--- config.mk ---
export PLATFORM = sky130hd
export DESIGN_NAME = alu_pipe
export DESIGN_NICKNAME = d
export VERILOG_FILES = /design/src/rtl/alu_pipe.sv
export SDC_FILE = /design/constraint.sdc
export NUM_CORES = 1
export LEC_CHECK = 0
export CAP_MARGIN = 20
export CORE_MARGIN = 2
export CORE_UTILIZATION = 36
export DETAILED_ROUTE_END_ITERATION = 16
export PLACE_DENSITY = 0.57
export SLEW_MARGIN = 40
export SYNTH_ARGS = -nofsm -noshare
export SYNTH_HDL_FRONTEND = slang
export SYNTH_SLANG_ARGS = --single-unit
--- constraint.sdc ---
create_clock -name clk -period 2.98 [get_ports clk]
set_clock_uncertainty 0.15 [all_clocks]
set_input_delay 0.596 -clock clk [delete_from_list [all_inputs] [get_ports clk]]
set_output_delay 0.596 -clock clk [all_outputs]
set_load 0.01 [all_outputs]
--- src/rtl/alu_pipe.sv ---
// alu_pipe - two-stage pipelined ALU with valid/ready handshakes on both sides.
//
// Stage 1 captures the function code and operands on an input transfer.
// Stage 2 computes from the stage-1 registers and registers the result and flags.
// Result, flags and op_count all come straight from flops. in_ready is the only
// combinational output, and it depends only on pipeline state and out_ready.
//
// Optional feature macro: ALU_XOR_EN
//   defined   -> ALU_XOR computes a ^ b (C = V = 0)
//   undefined -> ALU_XOR is treated as an unsupported code (result 0, flag_err = 1)
//
// Parameters:
//   DWIDTH  operand/result width (>= 2)
//   CWIDTH  completed-operation counter width
// Ports:
//   clk, rst_n            clock, asynchronous active-low reset
//   in_valid / in_ready   input handshake
//   alu_func, alu_a/b     function code and operands
//   out_valid / out_ready output handshake
//   alu_out               result
//   flag_z/n/c/v/err      zero, negative, carry, signed overflow, unsupported code
//   op_count              results transferred out since reset (wraps)

`ifndef ALU_ADD
`define ALU_ADD  3'd0
`define ALU_SUB  3'd1
`define ALU_ADDI 3'd2
`define ALU_AND  3'd3
`define ALU_ANDI 3'd4
`define ALU_OR   3'd5
`define ALU_XOR  3'd6
`endif

module alu_pipe #(
    parameter int DWIDTH = 16,
    parameter int CWIDTH = 16
) (
    input  logic              clk,
    input  logic              rst_n,
    input  logic              in_valid,
    output logic              in_ready,
    input  logic [2:0]        alu_func,
    input  logic [DWIDTH-1:0] alu_a,
    input  logic [DWIDTH-1:0] alu_b,
    output logic              out_valid,
    input  logic              out_ready,
    output logic [DWIDTH-1:0] alu_out,
    output logic              flag_z,
    output logic              flag_n,
    output logic              flag_c,
    output logic              flag_v,
    output logic              flag_err,
    output logic [CWIDTH-1:0] op_count
);

    localparam int MSB = DWIDTH - 1;

    logic              r_s1_valid;
    logic [2:0]        r_s1_func;
    logic [DWIDTH-1:0] r_s1_a;
    logic [DWIDTH-1:0] r_s1_b;

    logic              r_s2_valid;
    logic [DWIDTH-1:0] r_out;
    logic              r_z;
    logic              r_n;
    logic              r_c;
    logic              r_v;
    logic              r_err;
    logic [CWIDTH-1:0] r_count;

    logic              w_s2_adv;
    logic              w_s1_adv;
    logic [DWIDTH:0]   w_sum;
    logic [DWIDTH:0]   w_diff;
    logic [DWIDTH-1:0] w_res;
    logic              w_c;
    logic              w_v;
    logic              w_err;
    logic              w_z;
    logic              w_n;

    // A stage may load when it is empty or when its content is leaving downstream.
    assign w_s2_adv = !r_s2_valid || out_ready;
    assign w_s1_adv = !r_s1_valid || w_s2_adv;
    assign in_ready = w_s1_adv;

    // Extra top bit carries the carry-out; subtraction is a + ~b + 1 so C=1 means no borrow.
    assign w_sum  = {1'b0, r_s1_a} + {1'b0, r_s1_b};
    assign w_diff = {1'b0, r_s1_a} + {1'b0, ~r_s1_b} + {{DWIDTH{1'b0}}, 1'b1};

    // Function decode: result, carry, overflow and unsupported-code detection.
    always_comb begin
        w_res = {DWIDTH{1'b0}};
        w_c   = 1'b0;
        w_v   = 1'b0;
        w_err = 1'b0;
        case (r_s1_func)
            `ALU_ADD, `ALU_ADDI: begin
                w_res = w_sum[MSB:0];
                w_c   = w_sum[DWIDTH];
                w_v   = (r_s1_a[MSB] == r_s1_b[MSB]) && (w_sum[MSB] != r_s1_a[MSB]);
            end
            `ALU_SUB: begin
                w_res = w_diff[MSB:0];
                w_c   = w_diff[DWIDTH];
                w_v   = (r_s1_a[MSB] != r_s1_b[MSB]) && (w_diff[MSB] != r_s1_a[MSB]);
            end
            `ALU_AND, `ALU_ANDI: begin
                w_res = r_s1_a & r_s1_b;
            end
            `ALU_OR: begin
                w_res = r_s1_a | r_s1_b;
            end
`ifdef ALU_XOR_EN
            `ALU_XOR: begin
                w_res = r_s1_a ^ r_s1_b;
            end
`endif
            default: begin
                w_err = 1'b1;
            end
        endcase
    end

    // Zero/negative flags; an unsupported code reports a zero result.
    always_comb begin
        w_z = 1'b0;
        w_n = 1'b0;
        if (w_err) begin
            w_z = 1'b1;
            w_n = 1'b0;
        end else begin
            w_z = (w_res == {DWIDTH{1'b0}});
            w_n = w_res[MSB];
        end
    end

    // Stage 1: capture an operation on an input transfer, otherwise hold.
    always_ff @(posedge clk or negedge rst_n) begin
        if (!rst_n) begin
            r_s1_valid <= 1'b0;
            r_s1_func  <= 3'd0;
            r_s1_a     <= {DWIDTH{1'b0}};
            r_s1_b     <= {DWIDTH{1'b0}};
        end else if (w_s1_adv) begin
            r_s1_valid <= in_valid;
            if (in_valid) begin
                r_s1_func <= alu_func;
                r_s1_a    <= alu_a;
                r_s1_b    <= alu_b;
            end
        end
    end

    // Stage 2: register result and flags; held unchanged while stalled.
    always_ff @(posedge clk or negedge rst_n) begin
        if (!rst_n) begin
            r_s2_valid <= 1'b0;
            r_out      <= {DWIDTH{1'b0}};
            r_z        <= 1'b0;
            r_n        <= 1'b0;
            r_c        <= 1'b0;
            r_v        <= 1'b0;
            r_err      <= 1'b0;
        end else if (w_s2_adv) begin
            r_s2_valid <= r_s1_valid;
            if (r_s1_valid) begin
                r_out <= w_res;
                r_z   <= w_z;
                r_n   <= w_n;
                r_c   <= w_c;
                r_v   <= w_v;
                r_err <= w_err;
            end
        end
    end

    // Completed-operation counter; wraps naturally at 2^CWIDTH.
    always_ff @(posedge clk or negedge rst_n) begin
        if (!rst_n) begin
            r_count <= {CWIDTH{1'b0}};
        end else if (r_s2_valid && out_ready) begin
            r_count <= r_count + {{(CWIDTH-1){1'b0}}, 1'b1};
        end
    end

    assign out_valid = r_s2_valid;
    assign alu_out   = r_out;
    assign flag_z    = r_z;
    assign flag_n    = r_n;
    assign flag_c    = r_c;
    assign flag_v    = r_v;
    assign flag_err  = r_err;
    assign op_count  = r_count;

endmodule

Yosys cells after proc, flatten, opt, wreduce, memory -nomap -nowiden. Index checks and enable logic that the tools add are counted.

Add/subtract/negate cells: 4. Eq/ne operators: 9. Mux-type cells: 6. Bitwise operators: 3. Reduce and logical (&&, ||, !) cells: 14.

Operators with widths (number): 16-bit case mux with 4 select lines (1); 16-bit by 16-bit adder with 17-bit output (2); 17-bit by 1-bit adder with 17-bit output (second input constant) (1); 16-bit by 1-bit adder with 16-bit output (second input constant) (1); 16-bit bitwise AND (1); 16-bit zero test (1); 16-bit NOT (1); 16-bit bitwise OR (1); 3-bit by 2-bit equality test with 1-bit output (second input constant) (2); 3-bit equality test (second input constant) (2); 6-bit OR reduction (1); 1-bit case mux with 2 select lines (2); 2-bit AND reduction (2); 2-bit OR reduction (2); 3-bit by 1-bit equality test with 1-bit output (second input constant) (1); 1-bit logical AND (3); 3-bit zero test (1); 1-bit two-way mux (3); 1-bit != test (3); 1-bit zero test (2); 1-bit logical OR (2); 1-bit equality test (1).

Flip-flop bits (word level): 74. Input bits: 39. Output and inout port bits: 39. Word-level logic and storage cells: 48.

Logic depth before layout (Yosys ltp). Gate-level depths: netlist of run 1.

Depth in word-level cells: 6. Mapped depth: 12. Gate-level depth less buffers: 12.

Worst setup path after synthesis of run 1. Ideal clock, no wire load.

Path kind: flip-flop to flip-flop. Start point: register r_s1_a[2]. End point: register r_z, in the netlist flag_z. Library setup time: 76 ps. Data arrival time: 2575 ps. Data required time: 2754 ps. Path slack: 178 ps. Cell stages (with the launch flop): 11. Buffers on the path: 0. Period minus slack after synthesis: 2802 ps. Cells stage by stage: dfrtp_1 > inv_1 > ha_1 > nand3_1 > a2111oi_4 > nor4_4 > o41ai_4 > mux2_4 > a311oi_2 > o211ai_1 > o21ai_1.

Longest elaborated chain between the ends: 5. Elaborated cells between the ends (all ways): 8. Those cells by class: 3 x add/sub; 2 x mux; 2 x bitwise; 1 x reduce/logical.

RTL lines: from (decl) (line 60) `logic [DWIDTH-1:0] r_s1_a;`; from (signal assigned) (line 144) `r_s1_a <= {DWIDTH{1'b0}};`; from (signal assigned) (line 150) `r_s1_a <= alu_a;`; 16-bit by 16-bit adder with 17-bit output (line 90) `assign w_diff = {1'b0, r_s1_a} + {1'b0, ~r_s1_b} + {{DWIDTH{1'b0}}, 1'b1};`; 17-bit by 1-bit adder with 17-bit output (line 90); 16-bit case mux with 4 select lines * (line 98) `case (r_s1_func)`; 16-bit zero test * (line 134) `w_z = (w_res == {DWIDTH{1'b0}});`; 1-bit two-way mux * (line 130) `if (w_err) begin`; to (signal assigned) (line 170) `r_z <= w_z;`; to (decl) (line 65) `logic r_z;`.

Mark *: on every way between the ends. The rest lies on a longest branch, timed or not. A chain may end at the register's enable or synchronous reset.

Worst setup path in the final report of run 1.
Start point: register r_s1_a[1]. End point: register r_z, in the netlist flag_z.

The elaborated chain is that of the path after synthesis.

==> results of run 1 <==
layout by cell type (no fill, tap or decap), types with 7 or more instances in the layout:
cell                              count
sky130_fd_sc_hd__dfrtp_1             73
sky130_fd_sc_hd__clkdlybuf4s50_1     76
sky130_fd_sc_hd__nand3_1             15
sky130_fd_sc_hd__a21o_1               8
sky130_fd_sc_hd__o21a_1               7
sky130_fd_sc_hd__nand4_1              7
sky130_fd_sc_hd__and3_1               7
sky130_fd_sc_hd__clkbuf_16            9
sky130_fd_sc_hd__buf_4               83
sky130_fd_sc_hd__o21ai_0             24
sky130_fd_sc_hd__mux2_2              36
sky130_fd_sc_hd__a211oi_1             7
sky130_fd_sc_hd__nor2_1              50
sky130_fd_sc_hd__nand2_1             52
sky130_fd_sc_hd__a21oi_1             22
sky130_fd_sc_hd__nor3_1               8
sky130_fd_sc_hd__ha_1                43
sky130_fd_sc_hd__xnor2_1             13
sky130_fd_sc_hd__inv_1               47
per-layer routing:
| layer | vias up | part of all wire [%] | GRT usage [%] |
|---|---|---|---|
| li1 | 2513 | - | - |
| met1 | 2497 | 48 | 30.2 |
| met2 | 189 | 43 | 30.5 |
| met3 | 26 | 6.4 | 3.26 |
| met4 | 0 | 2.1 | 6.70 |
| met5 | - | 0 | 0 |
cell type report:
type | instances | share of cell area (%)
clock inverters | 7 | 1.31
repair buffers | 163 | 18.6
flip-flops and latches | 74 | 23.9
multi-input cells | 459 | 47.4
well taps | 211 | 3.40
inverters | 51 | 2.47
clock buffers | 9 | 2.90
worst paths after layout:
| check | to | cells past startpoint | start | slack (ns) |
|---|---|---|---|---|
| min in group clk | op_count[15] | 1 | op_count[15] | 0.33 |
| max in group asynchronous | r_s1_func[2] | 1 | rst_n | 2.04 |
| hold reg to reg | op_count[15] | 1 | op_count[15] | 0.33 |
| hold / removal | r_s1_b[10] | 1 | rst_n | 0.07 |
| setup reg to reg | flag_z | 10 | r_s1_a[1] | 0.07 |
| setup / recovery | flag_z | 10 | r_s1_a[1] | 0.07 |
worst max-delay path, delay by kind of cell, from the launching register on:
family                     cells  cell delay (ns)
and+or+nand+nor                3             0.61
buffers and inverters          1             0.15
adders and majority gates      1             0.25
DFF                            1             0.40
AOI/OAI and AO/OA              5             1.26
sequential cells by signal, summed over array words and instances, names as in the netlist, 3 cells and up:
| signal | count |
|---|---|
| alu_out | 16 |
| op_count | 16 |
| r_s1_a | 16 |
| r_s1_b | 16 |
| r_s1_func | 3 |
repair_timing:
| action | in CTS | in global routing |
|---|---|---|
| resized for setup | 8 | 40 |
| pin swaps | 2 | 23 |
| setup endpoints to repair | 3 | 10 |
| buffers inserted | 1 | 7 |
Yosys cell counts (4+ instances only):
cell / instances
sky130_fd_sc_hd__inv_1: 51
sky130_fd_sc_hd__o21a_1: 7
sky130_fd_sc_hd__dfrtp_1: 74
sky130_fd_sc_hd__o221ai_1: 5
sky130_fd_sc_hd__o41ai_1: 4
sky130_fd_sc_hd__a31oi_1: 7
sky130_fd_sc_hd__nand3_1: 16
sky130_fd_sc_hd__ha_1: 52
sky130_fd_sc_hd__a221oi_1: 7
sky130_fd_sc_hd__nand4_1: 7
sky130_fd_sc_hd__buf_2: 11
sky130_fd_sc_hd__a211oi_1: 9
sky130_fd_sc_hd__nand2_1: 52
sky130_fd_sc_hd__o31ai_1: 5
sky130_fd_sc_hd__o211ai_1: 5
sky130_fd_sc_hd__a22oi_1: 5
sky130_fd_sc_hd__nor2_1: 50
sky130_fd_sc_hd__o22ai_1: 4
sky130_fd_sc_hd__xnor2_1: 13
sky130_fd_sc_hd__and2_1: 6
sky130_fd_sc_hd__nand2b_1: 5
sky130_fd_sc_hd__xor2_1: 4
sky130_fd_sc_hd__and3_1: 7
sky130_fd_sc_hd__o21ai_0: 26
sky130_fd_sc_hd__a21o_1: 8
sky130_fd_sc_hd__nor2b_1: 6
sky130_fd_sc_hd__clkbuf_1: 17
sky130_fd_sc_hd__or2_2: 5
sky130_fd_sc_hd__nor3_1: 9
sky130_fd_sc_hd__a21oi_1: 24
sky130_fd_sc_hd__mux2_2: 36
through the flow:
stage,power (mW),utilization [%],instances
2_1_floorplan,2.85,-,619
3_3_place_gp,3.97,46.5,950
3_5_place_dp,4.00,46.6,950
4_1_cts,5.26,49.0,967
5_1_grt,5.78,50.7,974
6_report,5.41,50.7,974
power by group:
| group | switching (mW) | internal [mW] | leakage [nW] |
|---|---|---|---|
| combinational | 1.42 | 1.37 | 2.37 |
| clock | 0.456 | 0.742 | 0.158 |
| sequential | 0.203 | 1.22 | 0.891 |
logic make-up (layout without fill, tap and decap cells):
| logic type | count (synthesis) | after routing | synth area share [%] |
|---|---|---|---|
| buf+inv | 86 | 230 | 6.56 |
| flops | 74 | 74 | 32.7 |
| fa+ha+maj | 54 | 54 | 12.2 |
| xor+xnor | 17 | 17 | 2.63 |
| mux | 38 | 38 | 7.60 |
| simple gates | 188 | 188 | 16.7 |
| compound gates | 162 | 162 | 21.6 |
==> results summary, run 1 <==
The number of filler instances in the final layout is 1436. The count of input and output buffers came out at 77. Among all flip-flop cells after synthesis, the most frequent one is sky130_fd_sc_hd__dfrtp_1. On the worst path, the slowest cell contributes a delay of 0.46 ns. The detailed-router iteration count before antenna repair is 5. The number of routed nets with antenna violations is 0.

The number of synthesized flops with an enable pin came out at 0. The row count is 45. Entering global routing, the biggest net connects 75 pins. Summed over all instances, the cell type with the most area after synthesis is sky130_fd_sc_hd__dfrtp_1. The data arrival time of the critical path came out at 3.03 ns. The final HPWL from detailed placement came out at ~13000 microns. The Yosys step of the flow raised 0 warnings. The share of flip-flops with an asynchronous set or reset after synthesis came out at 100%.

The number of top-level pins came out at 78. The net count after synthesis came out at 712. Setup slack closes at 0.0725 ns. Headroom to the max-slew limit came out at between 50 and 60%.

The total global routing overflow is 0. The source-to-sink clock delay at the later pin of the worst-skew pair came out at 0.35 ns. The cell at the root of the clock tree is sky130_fd_sc_hd__clkbuf_16. The deepest level of the CTS H-tree is 3.

Dividing total power by cell area gives a power density of 697 mW/mm^2. The number of distinct library cells after synthesis came out at 80. The type of the setup path with the least slack is flip-flop to flip-flop. Global routing used 20.5% of the available tracks across all layers. Summed over all cells, the static leakage comes to 3.42 nW. The area taken by multi-input logic gates is 0.00368 sq mm.

The floorplan core area is 0.0153 sq mm. The number of antenna violations at the first check in global routing is 0. The total inserted antenna cells is 0. No sink is reached through more buffers than the 2 on the longest clock path. The mean post-synth cell area is 9.15 sq um. The total clock sinks came out at 74. The number of register bits inferred by synthesis is 74. The per-cell via count in the routed design is 5.36. The area of the die came out at 0.0168 sq mm.

By area the synthesized netlist is led by sky130_fd_sc_hd__dfrtp_1, sky130_fd_sc_hd__ha_1, sky130_fd_sc_hd__mux2_2. The maximum clock rate came out at 0.344 GHz. The min-delay analysis places its worst path in the category input pin to asynchronous set/reset pin.

Synthesis produced 619 cells. For this run, the post-layout net count is 851. STA classifies the critical path startpoint as a flip-flop.

The worst setup timing slack at the placement stage is -0.144 ns. The final standard cell area without fillers is 0.00776 sq mm. The routed wire length came out at 16500 microns. TritonCTS built the clock tree. The required time at the worst-slack endpoint came out at 3.10 ns. The x dimension of the die came out at 129 microns. STA classifies the critical path endpoint as a flip-flop. The clock transition time at the flip-flop clock pins of the worst setup and hold paths is 0.07 ns.

The post-route netlist has 26.2% of its cells at a drive strength greater than 1. The peak fanout along the critical path is 3. The via total after detailed routing came out at roughly 5200. The flow ran to the end, and the final reports show no timing, DRC or antenna violations. The wire length per cell after detailed routing is 17.0 microns. The wire length of the first global-routing pass is 26800 microns. Summed over its instances, the top area cell type makes up 32.7% of the synthesized netlist area. The critical path goes through inv_1 > ha_4 > o21bai_1 > a21oi_1 > a221o_1 > a222oi_1 > nand4_1 > nor4_4 > nand4_1 > o21ai_1. The final critical path takes up 97.6% of the cycle. The vertical extent of the die is 129 microns. The minimum clock period after layout came out at 2.91 ns. Max-cap violations in this run came to 0.

Setup repair after global routing could not meet its margin everywhere. The remaining routing DRC violations came out at 0. The count of endpoints failing hold in the final timing report is 0.

After the first detailed-routing iteration, the DRC count stood at 443. The number of endpoints failing setup at the final stage is 0. The mapped netlist covers 0.00567 sq mm. In this run, CTS created clock tree buffers numbering 9. The count of hold buffers inserted by post-cts repair came out at 0. The worst-case IR drop observed on VDD is slightly below 0.3 mV.

The number of pins with negative max-slew slack in the final report was 0. Compared with the post-synthesis result, the final layout area differs by 37.0%. Once the floorplan was initialized, standard cells occupied 37.0% of the core.

The final hold slack is 0.0696 ns. Among the stages of the critical path, the cell type that occurs most often is sky130_fd_sc_hd__nand4_1. The via count of the first global-routing pass is 5040. The part of the Yosys area used for sequential elements is 32.7%. The cell area reported after detailed placement is 0.00713 sq mm. The final setup TNS is 0 ns. The slowest library cell on the worst path is sky130_fd_sc_hd__a222oi_1. The final weighted congestion of routability-driven global placement came out at just over 0.9.

The register cell area after layout came out at 0.00185 sq mm. The slew at the pin closest to its max-slew limit came out at slightly above 0.7 ns.
Note: power is estimated with default switching activity, not from simulation.
==> inputs of run 2 (changes only) <==
PLACE_DENSITY = 0.66   (was 0.57)
==> run 2 against run 1 <==
  * Critical path depth rose by 2
  * Critical endpoint unchanged
  * Register-to-register slack better by 0.02 ns
  * Worst setup slack better by 0.022 ns
  * Non-clock buffer count is the same
  * Critical path type unchanged
  * Via count shrank 0.19%
==> results summary, run 2 (synthesis results as in run 1) <==
Result of the run: finished, final reports clean (unchanged). The internal power consumption came out at 3.27 mW (was 3.33 mW). The maximum clock path buffer count came to 2 (unchanged).

The final weighted congestion of routability-driven global placement is 0.963 (was 0.913). The met1 usage came out at 28.2% (was 30.2%). The class of the tightest hold or removal check is input pin to asynchronous set/reset pin (unchanged). The switching portion of total power is 39.4% (was 38.5%). The number of filler instances in the final layout is 1417 (was 1436). The source-to-sink clock delay at the later pin of the worst-skew pair came out at 0.36 ns (was 0.35 ns). The total clock sinks is 74 (unchanged). The largest net degree at the start of global routing is 75 (unchanged). The clock network power share is 21.4% (was 22.1%).

The number of maximum-capacitance constraint violations came to 0 (unchanged). The most utilized layer in the global route result is met2 (unchanged). The layout overhead on the synthesized area is 37.3% (was 37.0%). The final standard cell area without fillers was 0.00778 sq mm (was 0.00776 sq mm). The remaining routing DRC violations is 0 (unchanged). The number of antenna violations at the first check in global routing is 0 (unchanged). The via count of the first global-routing pass came out at 5264 (was 5040). The total global routing overflow is 0 (unchanged). The cell area reported after detailed placement was 0.00710 sq mm (was 0.00713 sq mm). The per-cell via count in the routed design is 5.35 (was 5.36).

The row count came to 45 (unchanged). The TritonCTS clock tree is yes (unchanged). The type of the setup path with the least slack is flip-flop to flip-flop (unchanged).

The number of endpoints failing setup at the final stage came out at 0 (unchanged). The global-route usage over all layers came to 20.5% (about the same). The floorplan core area is 0.0153 sq mm (unchanged).

The most common cell after layout, fill and taps aside is sky130_fd_sc_hd__buf_4 (unchanged). The critical path endpoint category is a flip-flop (unchanged). The minimum clock period after layout is 2.89 ns (was 2.91 ns).

The cell at the root of the clock tree is sky130_fd_sc_hd__clkbuf_16 (unchanged). The x dimension of the die was 129 microns (unchanged). The number of routed nets with antenna violations is 0 (unchanged). The leakage power is 3.41 nW (was 3.42 nW).

The met2 track utilization from global routing is 31.5% (was 30.5%). The starting utilization of the core area came out at 37.0% (unchanged). The data arrival time of the critical path came out at 3.01 ns (was 3.03 ns).

Most used cells in the layout excluding fill and tap cells: sky130_fd_sc_hd__buf_4, sky130_fd_sc_hd__clkdlybuf4s50_1, sky130_fd_sc_hd__dfrtp_1 (unchanged). The detailed-router iteration count before antenna repair came out at 6 (was 5). The deepest level of the CTS H-tree came to 3 (unchanged).

The routed wire length is 16600 microns (was 16500 microns). The wire length of the first global-routing pass is 26800 microns (unchanged). The vertical extent of the die is 129 microns (unchanged). The slew at the pin closest to its max-slew limit came to 0.781 ns (was 0.721 ns). The number of buffers inserted during clock tree synthesis came to 9 (unchanged). The worst-case headroom to the max-slew limit came out at 47.8% (was 52.0%). Unrepaired setup endpoints after global routing: yes (unchanged).

The wire length per cell after detailed routing is 17.1 microns (was 17.0 microns). The global-route track usage on met3 is 3.59% (was 3.26%). The final HPWL from detailed placement came to 12400 microns (was 12800 microns). The number of top-level pins came out at 78 (unchanged). The share of layout cells above drive strength 1 is 26.6% (was 26.2%). The via total after detailed routing came to 5215 (was 5225). The reported net switching power came out at 2.13 mW (was 2.08 mW). The required time at the worst-slack endpoint came to 3.11 ns (was 3.10 ns). The total inserted antenna cells was 0 (unchanged). The clock transition time at the flip-flop clock pins of the worst setup and hold paths came out at 0.07 ns (about the same). The count of input and output buffers is 77 (unchanged). The post-layout utilization of the core came out at 50.8% (was 50.7%). The peak fanout along the critical path came to 2 (was 3). The number of cells on the worst reg-to-reg path is 12 (was 10).

The area of the die came out at 0.0168 sq mm (unchanged). The initial detailed-routing violation count came to 371 (was 443). The share of total power in sequential cells is 26.4% (about the same).

The combinational group share of total power is 52.2% (was 51.5%). The number of nets in the final layout is 851 (unchanged). The nature of the critical path startpoint is a flip-flop (unchanged). The count of endpoints failing hold in the final timing report came out at 0 (unchanged).

The power density relative to cell area came out at 694 mW/mm^2 (was 697 mW/mm^2). The ratio of final minimum period to clock period is 96.8% (was 97.6%). The largest vdd supply drop is 0.317 mV (was 0.290 mV).

The overall power of the completed layout is 5.40 mW (was 5.41 mW). The maximum clock rate is 0.347 GHz (was 0.344 GHz). The number of pins with negative max-slew slack in the final report is 0 (unchanged).
-- run 2: cell count changes in the layout (fill, tap and decap cells not counted), sizes merged --
cell / before / now
inv: 53 / 55
clkinvlp: 1 / 2
clkbuf: 9 / 10
clkinv: 2 / 0
buf: 87 / 86
bufinv: 2 / 1
-- run 2: through the flow --
stage               worst slack (ns)  hold slack, ns  instances  setup TNS [ns]
floorplan                      0.178           0.150        619               0
global placement              -0.143           0.310        945          -0.402
detailed placement            -0.143           0.320        945          -0.404
CTS                          0.00535           0.137        968               0
global route                  -0.130           0.172        974          -0.130
finish                        0.0943           0.106        974               0
-- run 2: final cells by class --
class / instances / area (sq um) / area share [%]
Clock inverter: 7 / 82.6 / 1.06
Sequential cell: 74 / 1850 / 23.8
Multi-Input combinational cell: 459 / 3720 / 47.9
Tap cell: 211 / 264 / 3.40
Timing Repair Buffer: 163 / 1440 / 18.5
Inverter: 51 / 191 / 2.46
Clock buffer: 9 / 225 / 2.90
-- run 2: final timing paths --
check,start,endpoint,slack (ns)
setup / recovery,r_s1_a[0],flag_z,0.09
hold / removal,rst_n,r_s1_a[11],0.11
setup reg to reg,r_s1_a[0],flag_z,0.09
hold reg to reg,op_count[15],op_count[15],0.33
max in group asynchronous,rst_n,op_count[8],2.10
min in group clk,op_count[15],op_count[15],0.33
-- run 2: power by group through the flow --
stage	clock [mW]	combinational (mW)	sequential, mW
floorplan	0	1.39	1.47
global placement	0	2.51	1.42
detailed placement	0	2.51	1.44
CTS	1.18	2.66	1.42
global route	1.23	3.06	1.46
finish	1.16	2.82	1.42
-- run 2: repair_timing --
| action | 4_1_cts | 5_1_grt |
|---|---|---|
| pin swaps | 7 | 16 |
| resized for setup | 25 | 27 |
| hold buffers | 0 | 0 |
| setup endpoints to repair | 4 | 8 |
| buffers inserted | 7 | 6 |
-- run 2: worst max-delay path, stage by stage, from the launching register on --
cell and delay, ns:
sky130_fd_sc_hd__dfrtp_1 0.34, sky130_fd_sc_hd__buf_4 0.11, sky130_fd_sc_hd__ha_1 0.15, sky130_fd_sc_hd__inv_1 0.05, sky130_fd_sc_hd__fa_1 0.37, sky130_fd_sc_hd__nand2b_1 0.19, sky130_fd_sc_hd__a21oi_1 0.29, sky130_fd_sc_hd__o221ai_2 0.17
sky130_fd_sc_hd__a2111oi_2 0.32, sky130_fd_sc_hd__nand4_1 0.17, sky130_fd_sc_hd__nor4_2 0.21, sky130_fd_sc_hd__nand4_1 0.12, sky130_fd_sc_hd__o21ai_1 0.15
-- run 2: per-layer routing --
metal | routed length, microns | vias up
li1 | - | 2503
met1 | 7710 | 2468
met2 | 7380 | 215
met3 | 1080 | 29
met4 | 455 | 0
met5 | 0 | -
==> inputs of run 3 (changes only) <==
PLACE_DENSITY = unset   (was 0.66)
==> run 3 against run 2 <==
  * Register-to-register slack got worse by 0.09 ns
  * Global-route usage fell by 0.37 points
  * Combinational power fell by 2%
  * Via count fell by 0.71%
  * Core utilization fell by 0.54 points
  * Critical path type unchanged
  * Critical endpoint unchanged
  * Largest power group unchanged
==> results summary, run 3 (synthesis results as in run 1) <==
The final hold slack came to 0.114 ns (was 0.106 ns). The floorplan core area came to 0.0153 sq mm (unchanged). The row count came out at 45 (unchanged). The internal power consumption came out at 3.24 mW (was 3.27 mW). Cell-by-cell trace of the critical path: inv_1 > ha_4 > o21bai_1 > a21oi_1 > a221o_1 > a222oi_1 > nand4_1 > nor4_2 > nand4_1 > o21ai_1 (was buf_4 > ha_1 > inv_1 > fa_1 > nand2b_1 > a21oi_1 > o221ai_2 > a2111oi_2 > nand4_1 > nor4_2 > nand4_1 > o21ai_1).

The number of filler instances in the final layout came out at 1484 (was 1417). The ratio of final minimum period to clock period is 99.7% (was 96.8%). The reported net switching power came to 2.08 mW (was 2.13 mW).

The number of pins with negative max-slew slack in the final report was 0 (unchanged). The maximum clock rate is 0.336 GHz (was 0.347 GHz). The final setup TNS came out at 0 ns (unchanged).

The initial detailed-routing violation count is 386 (was 371). The count of input and output buffers is 77 (unchanged). The nature of the critical path startpoint was a flip-flop (unchanged). The maximum clock path buffer count came to 2 (unchanged). The vertical extent of the die was 129 microns (unchanged). The number of maximum-capacitance constraint violations is 0 (unchanged).

The data arrival time of the critical path came out at 3.10 ns (was 3.01 ns). The power density relative to cell area is 691 mW/mm^2 (was 694 mW/mm^2). The wire length per cell after detailed routing came to 16.9 microns (was 17.1 microns). The most prevalent standard cell on the critical path is sky130_fd_sc_hd__nand4_1 (unchanged).

The global-route usage over all layers was 20.1% (was 20.5%). The share of layout cells above drive strength 1 is 25.5% (was 26.6%). The final HPWL from detailed placement was 12500 microns (was 12400 microns).

The starting utilization of the core area came out at 37.0% (unchanged). The count of endpoints failing hold in the final timing report came out at 0 (unchanged). The cell at the root of the clock tree is sky130_fd_sc_hd__clkbuf_16 (unchanged). The TritonCTS clock tree is yes (unchanged).

The deepest level of the CTS H-tree came to 3 (unchanged). The peak fanout along the critical path is 3 (was 2). The slew at the pin closest to its max-slew limit is 0.835 ns (was 0.781 ns).

The largest net degree at the start of global routing was 75 (unchanged). The total inserted antenna cells is 0 (unchanged). The number of routed nets with antenna violations is 0 (unchanged). The wire length of the first global-routing pass is 26400 microns (was 26800 microns).

The final standard cell area without fillers is 0.00769 sq mm (was 0.00778 sq mm). The source-to-sink clock delay at the later pin of the worst-skew pair was 0.35 ns (was 0.36 ns). The via total after detailed routing was 5178 (was 5215). The share of total power in sequential cells was 26.7% (was 26.4%). The combinational group share of total power came out at 51.7% (was 52.2%).

The final critical-path setup slack came out at 0.00807 ns (was 0.0943 ns). The remaining routing DRC violations came to 0 (unchanged). The total global routing overflow is 0 (unchanged). The type of the setup path with the least slack is flip-flop to flip-flop (unchanged). The clock network power share was 21.6% (was 21.4%). The critical path endpoint category is a flip-flop (unchanged). The number of nets in the final layout was 850 (was 851). Most used cells in the layout excluding fill and tap cells: sky130_fd_sc_hd__buf_4, sky130_fd_sc_hd__clkdlybuf4s50_1, sky130_fd_sc_hd__dfrtp_1 (unchanged). The cell area reported after detailed placement is 0.00711 sq mm (was 0.00710 sq mm). The number of top-level pins is 78 (unchanged).

The leakage power is 3.39 nW (was 3.41 nW). The class of the tightest hold or removal check is input pin to asynchronous set/reset pin (unchanged). The number of endpoints failing setup at the final stage is 0 (unchanged). The area taken by multi-input logic gates was 0.00365 sq mm (was 0.00372 sq mm).

The area of the die came out at 0.0168 sq mm (unchanged). The largest vdd supply drop came to 0.300 mV (was 0.317 mV). The final weighted congestion of routability-driven global placement came out at 0.956 (was 0.963). The slowest library cell on the worst path is sky130_fd_sc_hd__a222oi_1 (was sky130_fd_sc_hd__fa_1). The detailed-router iteration count before antenna repair is 5 (was 6).

The worst setup timing slack at the placement stage is -0.153 ns (was -0.143 ns). The per-cell via count in the routed design is 5.32 (was 5.35). The x dimension of the die came out at 129 microns (unchanged). The number of antenna violations at the first check in global routing came out at 0 (unchanged). The most common cell after layout, fill and taps aside is sky130_fd_sc_hd__buf_4 (unchanged). The total clock sinks came out at 74 (unchanged). The clock transition time at the flip-flop clock pins of the worst setup and hold paths is 0.06 ns (was 0.07 ns). The delay of the slowest cell on the worst path came to 0.49 ns (was 0.37 ns). The layout overhead on the synthesized area came out at 35.8% (was 37.3%). The number of buffers inserted during clock tree synthesis is 9 (unchanged). The routed wire length is 16400 microns (was 16600 microns). Result of the run: finished, final reports clean (unchanged). The switching portion of total power is 39.1% (was 39.4%). Unrepaired setup endpoints after global routing: yes (unchanged).

The required time at the worst-slack endpoint is 3.11 ns (about the same). The register cell area after layout came to 0.00185 sq mm (about the same). The via count of the first global-routing pass was 5106 (was 5264).

The worst-case headroom to the max-slew limit is 44.2% (was 47.8%). The minimum clock period after layout is 2.97 ns (was 2.89 ns).
==> run 3: changes by cell type in the layout (fill, tap and decap cells not counted), sizes merged <==
cell and change:
clkbuf -1, clkinv +2, inv -1, clkinvlp -1
==> run 3: critical path, delay by kind of cell, from the launching register on <==
family	cells	cell delay, ns
AOI/OAI and AO/OA	5	1.41
adders and majority gates	1	0.24
buffers and inverters	1	0.15
DFF	1	0.40
and+or+nand+nor	3	0.56
==> run 3: final timing paths <==
kind / startpoint / slack, ns / cells past startpoint / to
worst max-delay path: r_s1_a[1] / 0.008 / 10 / flag_z
worst min-delay path: rst_n / 0.11 / 1 / r_s1_a[10]
worst max register to register: r_s1_a[1] / 0.008 / 10 / flag_z
worst min register to register: alu_out[3] / 0.33 / 2 / alu_out[3]
max in group asynchronous: rst_n / 2.09 / 1 / op_count[13]
min in group clk: alu_out[3] / 0.33 / 2 / alu_out[3]
==> run 3: layout make-up <==
cell class	instances	area share (%)
repair buffers	162	18.5
clock inverters	7	1.09
clock buffers	9	2.93
inverters	51	2.52
flip-flops and latches	74	24.1
well taps	211	3.43
multi-input cells	459	47.5
==> run 3: metrics by stage <==
step,utilization [%],std cells,power (mW)
after floorplan,-,619,2.85
after global placement,46.4,949,3.94
after detailed placement,46.5,949,3.97
after CTS,49.3,968,5.22
after global routing,50.2,973,5.67
final,50.2,973,5.32
==> run 3: timing repair <==
item | CTS | global route
pin swaps | 8 | 10
buffers inserted | 3 | 5
hold endpoints to repair | 0 | 0
hold buffers | 0 | 0
endpoints found under the setup margin | 4 | 10
gates resized for setup | 23 | 22
==> run 3: routing by layer <==
layer  up-vias  share of wire (%)  global-route usage, %
li1       2501                  -                      -
met1      2511                 48                   28.3
met2       142                 45                   31.4
met3        24                4.3                   2.97
met4         0                2.2                   7.27
met5         -                  0                      0
==> run 3: power groups by stage <==
stage	clock (mW)	combinational [mW]	sequential [mW]
3_3_place_gp	0	2.51	1.43
6_report	1.15	2.75	1.42
4_1_cts	1.17	2.63	1.42
2_1_floorplan	0	1.39	1.47
5_1_grt	1.22	3.00	1.46
3_5_place_dp	0	2.53	1.44
